<file path="src/rtl/pipeline_pkg.sv">
// Shared pipeline definitions: forwarding select encoding, stage tag layout
// and the slot-liveness helper used by the hazard logic.
package pipeline_pkg;

    // Operand mux select encoding
    localparam logic [1:0] FWD_RF  = 2'b00;
    localparam logic [1:0] FWD_EX  = 2'b01;
    localparam logic [1:0] FWD_MEM = 2'b10;
    localparam logic [1:0] FWD_WB  = 2'b11;

    // Tag dest field is sized for the widest register number supported;
    // narrower register numbers are zero-extended into it.
    localparam int TAG_DEST_W = 8;

    localparam logic [TAG_DEST_W-1:0] REG_ZERO = '0;

    typedef struct packed {
        logic                  valid;
        logic                  wreg;
        logic [TAG_DEST_W-1:0] dest;
        logic                  is_load;
    } stage_tag_t;

    localparam int TAG_W = $bits(stage_tag_t);

    // A slot can only source a result when it really writes a non-zero register
    function automatic logic tag_live(input stage_tag_t t);
        return t.valid & t.wreg & (t.dest != REG_ZERO);
    endfunction

endpackage

</file>
<file path="src/rtl/stage_tag_reg.sv">
// One slot of the destination-tag pipeline (EX, MEM or WB).
module stage_tag_reg
    import pipeline_pkg::*;
(
    input  logic             clk,
    input  logic             rst_n,
    input  logic [TAG_W-1:0] tag_d,
    output logic [TAG_W-1:0] tag_q
);

    // Capture the upstream tag every cycle; reset empties the slot
    always_ff @(posedge clk or negedge rst_n) begin
        if (!rst_n) begin
            tag_q <= '0;
        end else begin
            tag_q <= tag_d;
        end
    end

endmodule

</file>
<file path="src/rtl/hazard_forward_unit.sv">
// Hazard controller: tracks destination tags of EX/MEM/WB, derives operand
// forwarding selects and the load-use stall, and counts stall cycles.
module hazard_forward_unit
    import pipeline_pkg::*;
#(
    parameter int REG_W = 5,
    parameter int CNT_W = 32
) (
    input  logic             clk,
    input  logic             rst_n,
    input  logic             id_valid,
    input  logic [REG_W-1:0] id_rs,
    input  logic [REG_W-1:0] id_rt,
    input  logic             id_use_rs,
    input  logic             id_use_rt,
    input  logic             id_wreg,
    input  logic [REG_W-1:0] id_dest,
    input  logic             id_is_load,
    input  logic             flush,
    output logic             stall,
    output logic [1:0]       fwd_a_sel,
    output logic [1:0]       fwd_b_sel,
    output logic [CNT_W-1:0] stall_cnt
);

    stage_tag_t ex_tag_d;
    stage_tag_t ex_tag_q;
    stage_tag_t mem_tag_q;
    stage_tag_t wb_tag_q;

    logic [CNT_W-1:0] stall_cnt_d;
    logic [CNT_W-1:0] stall_cnt_q;

    logic [TAG_DEST_W-1:0] rs_ext;
    logic [TAG_DEST_W-1:0] rt_ext;
    logic [TAG_DEST_W-1:0] dest_ext;

    assign rs_ext   = TAG_DEST_W'(id_rs);
    assign rt_ext   = TAG_DEST_W'(id_rt);
    assign dest_ext = TAG_DEST_W'(id_dest);

    // Youngest live producer wins; register 0 and unused operands read the RF
    function automatic logic [1:0] fwd_select(
        input logic                  use_op,
        input logic [TAG_DEST_W-1:0] src,
        input stage_tag_t            ex_t,
        input stage_tag_t            mem_t,
        input stage_tag_t            wb_t
    );
        logic [1:0] sel;
        sel = FWD_RF;
        if (use_op && (src != REG_ZERO)) begin
            if (tag_live(ex_t) && (ex_t.dest == src)) begin
                sel = FWD_EX;
            end else if (tag_live(mem_t) && (mem_t.dest == src)) begin
                sel = FWD_MEM;
            end else if (tag_live(wb_t) && (wb_t.dest == src)) begin
                sel = FWD_WB;
            end
        end
        return sel;
    endfunction

    stage_tag_reg u_ex_tag (
        .clk   (clk),
        .rst_n (rst_n),
        .tag_d (ex_tag_d),
        .tag_q (ex_tag_q)
    );

    stage_tag_reg u_mem_tag (
        .clk   (clk),
        .rst_n (rst_n),
        .tag_d (ex_tag_q),
        .tag_q (mem_tag_q)
    );

    stage_tag_reg u_wb_tag (
        .clk   (clk),
        .rst_n (rst_n),
        .tag_d (mem_tag_q),
        .tag_q (wb_tag_q)
    );

    // Operand selects follow the current match even while stalled
    always_comb begin
        fwd_a_sel = fwd_select(id_use_rs, rs_ext, ex_tag_q, mem_tag_q, wb_tag_q);
        fwd_b_sel = fwd_select(id_use_rt, rt_ext, ex_tag_q, mem_tag_q, wb_tag_q);
    end

    // Load in EX feeding an operand in ID costs one bubble; a flush overrides it
    always_comb begin
        logic rs_hit;
        logic rt_hit;
        rs_hit = id_use_rs && (rs_ext == ex_tag_q.dest);
        rt_hit = id_use_rt && (rt_ext == ex_tag_q.dest);
        stall  = id_valid && !flush && tag_live(ex_tag_q) && ex_tag_q.is_load
                 && (rs_hit || rt_hit);
    end

    // Next EX tag: the ID instruction, or a bubble when it must not advance
    always_comb begin
        ex_tag_d = '0;
        if (id_valid && !stall && !flush) begin
            ex_tag_d.valid   = 1'b1;
            ex_tag_d.wreg    = id_wreg;
            ex_tag_d.dest    = dest_ext;
            ex_tag_d.is_load = id_is_load;
        end
    end

    // Stall counter wraps naturally at its width
    always_comb begin
        stall_cnt_d = stall_cnt_q;
        if (stall) begin
            stall_cnt_d = stall_cnt_q + CNT_W'(1);
        end
    end

    // Stall counter register
    always_ff @(posedge clk or negedge rst_n) begin
        if (!rst_n) begin
            stall_cnt_q <= '0;
        end else begin
            stall_cnt_q <= stall_cnt_d;
        end
    end

    assign stall_cnt = stall_cnt_q;

endmodule
</file>
<file path="config.mk">
export PLATFORM = sky130hd
export DESIGN_NAME = hazard_forward_unit
export DESIGN_NICKNAME = d
export VERILOG_FILES = /design/src/rtl/pipeline_pkg.sv /design/src/rtl/stage_tag_reg.sv /design/src/rtl/hazard_forward_unit.sv
export SDC_FILE = /design/constraint.sdc
export NUM_CORES = 1
export LEC_CHECK = 0
export ABC_AREA = 1
export CORE_UTILIZATION = 25
export CTS_BUF_LIST = sky130_fd_sc_hd__clkbuf_2
export DETAILED_ROUTE_END_ITERATION = 12
export SETUP_SLACK_MARGIN = 0.1
export SYNTH_ARGS = -nofsm -noshare
export SYNTH_HDL_FRONTEND = slang
export SYNTH_HIERARCHICAL = 1
export SYNTH_SLANG_ARGS = --single-unit
export TNS_END_PERCENT = 50
</file>
<file path="constraint.sdc">
create_clock -name clk -period 5.4 [get_ports clk]
set_input_delay 1.62 -clock clk [delete_from_list [all_inputs] [get_ports clk]]
set_output_delay 1.62 -clock clk [all_outputs]
set_load 0.05 [all_outputs]
</file>
==> impl_results.md <==
- Fin crit share: 89.0%
- Post-CTS Resized: 0
- Sw frac: between 20% and 30%
- Req. time, crit path: approximately 3.8 ns
- Clk_lat worst skew: 0.50 ns
- Worst R2R Start: u_ex_tag/tag_q[2]$_DFF_PN0_
- Critical path type: in -> out
- Synth warnings: 6
- Pwr Density: 188 nW/um^2
- Setup slack after layout: 0.594 ns
- Largest net degree at the start of global routing: 34
- Setup TNS: 0 ns
- Fin. max-slew vios: 0
- Initial antenna violation count: 0
- Clock Path Buffers: 2
- DR vias/cell: 4.36
- RePlAce Congestion: ~0.9
- Worst-path fanout max: 4
- Die Y: ~120 microns
- Register area: 1580 sq um
- TritonCTS buffer count: 9
- Place WS: about 0.59 ns
- Max frequency: 208 MHz
- Buffers on Ports: 59
- Final setup viols: 0
- Root Buffer: clkbuf_2
- Synth Instances: 526
- Net switching power: 0.000209 W
- # DRC: 0
- Worst slew pin tran: 0.732 ns
- Hold/Removal Path Class: reg -> reg
- Critical path capture point type: output port
- Sink Count: 63
- VDD IR max: 79.9 uV
- Avg WL per Cell: 12.3 microns
- Clock power frac: 36.2%
- Area of the mapped netlist: ~3700 sq um
- Fin. Hold Viols: 0
- Gr usage total: around an eighth
- Total number of H-tree levels: 3
- Hold wc startpoint: u_mem_tag/tag_q[6]$_DFF_PN0_
- Syn_area_per_cell: around 7.1 sq um
- Final design utilization: 32.2%
- R2r setup slk: 3.56 ns
- Status: finished, final reports clean
- Cell Int Power: 0.000665 W
- RSZ-0062 raised after global routing: false
- Layout cells sized above 1: 7.19%
- Leakage Power: between 2 and 2.5 nW
- Global-route wire length before repair: between 15000 and 20000 microns
- Worst EP arrival: around 3.2 ns
- Critical Path Source: id_rt[2]
- Fin nets: 617
- 1st-iter DRT viols: 191
- First drt pass iteration count: 5
- Core ar.: 14500 sq um
- IO Count: 60
- Comb power frac: 7.7%
- P&R area growth vs syn: 25.5%
- Setup bufs post-CTS: 0
- Total number of vias: 3411
- Grt total ovfl: 0
- Routed WL: 9590 microns
- Max Cap Viol: 0
- Worst-path clk slew: roughly 0.16 ns
- Area of the multi-input gates: 1920 sq um
- Sequential share of power: 56.1%
- Clock Skew: 0.0166 ns
- Initial Utilization: 25.6%
- Die Width: 124 microns
- Rel. slew slack: between 50% and 60%
- Post-DRT Antenna Nets: 0
- Final min period: 4.81 ns
- Fill cell count: 1572
- Hold_buf cts: 0
- Num rows: 44
- Die area: roughly 15000 sq um
- Vias in the first global route: 3058
- CTS tree: yes
- Startpoint types: primary input
- Dpl hpwl: 7210 microns
- Ant diodes: 0
power groups by stage:
| stage | sequential (W) | clock (W) | combinational [W] |
|---|---|---|---|
| after floorplan | 0.000497 | 0 | 0.0000314 |
| after global placement | 0.000500 | 0 | 0.0000684 |
| after detailed placement | 0.000500 | 0 | 0.0000681 |
| after CTS | 0.000491 | 0.000331 | 0.0000683 |
| after global routing | 0.000493 | 0.000353 | 0.0000766 |
| final | 0.000491 | 0.000316 | 0.0000670 |
registers in the layout (all words and copies together) (netlist names):
name / flops
stall_cnt: 32
u_wb_tag/tag_q: 10
u_mem_tag/tag_q: 10
u_ex_tag/tag_q: 11
metrics by stage:
stage / total power [W] / std cells / instance area (sq um) / hold WS [ns]
6_report: 0.000874 / 782 / 4660 / 0.392
3_3_place_gp: 0.000568 / 766 / 4530 / 0.358
2_1_floorplan: 0.000528 / 528 / 3720 / 0.354
3_5_place_dp: 0.000568 / 766 / 4530 / 0.358
4_1_cts: 0.000890 / 782 / 4660 / 0.395
5_1_grt: 0.000922 / 782 / 4660 / 0.405
placed cells by master (no fill, tap or decap), types with 8 or more instances in the layout:
| cell type | n |
|---|---|
| a21oi_1 | 8 |
| clkbuf_2 | 11 |
| clkdlybuf4s50_1 | 53 |
| dfrtp_1 | 63 |
| inv_1 | 32 |
| inv_2 | 8 |
| nand2_1 | 215 |
| nand3_1 | 49 |
| nand3b_1 | 14 |
| nor2_1 | 79 |
| xnor2_1 | 12 |
| xor2_1 | 21 |
layer usage:
metal | global-route usage [%] | vias to the layer above | share of wire, %
li1 | - | 1759 | -
met5 | 0 | - | 0
met3 | 2.84 | 9 | 4.0
met4 | 4.97 | 0 | 1.2
met2 | 20.4 | 69 | 46
met1 | 18.4 | 1574 | 49
cell type report:
class	count	share of cell area (%)
inverters	40	3.22
clock inverters	5	1.56
repair buffers	63	14.0
clock buffers	11	1.18
well taps	184	4.94
multi-input cells	416	41.2
flip-flops and latches	63	33.9
final timing paths:
path                       depth (start not counted)                     endpoint
setup / recovery                                  10                 fwd_b_sel[0]
hold / removal                                     0  u_wb_tag/tag_q[6]$_DFF_PN0_
setup reg to reg                                   8  u_ex_tag/tag_q[4]$_DFF_PN0_
hold reg to reg                                    0  u_wb_tag/tag_q[6]$_DFF_PN0_
max in group asynchronous                          2  u_wb_tag/tag_q[4]$_DFF_PN0_
min in group asynchronous                          1     stall_cnt[5]$_DFFE_PN0P_
worst max-delay path: stages:
cell and delay [ns]:
clkdlybuf4s50_1 0.55, inv_1 0.10, nand2_1 0.06, nand2_1 0.05
nor2_1 0.10, nand3_1 0.09, nor2_1 0.13, nand2_1 0.06
a21oi_1 0.23, buf_12 0.18
(Power assumes the default switching activity.)
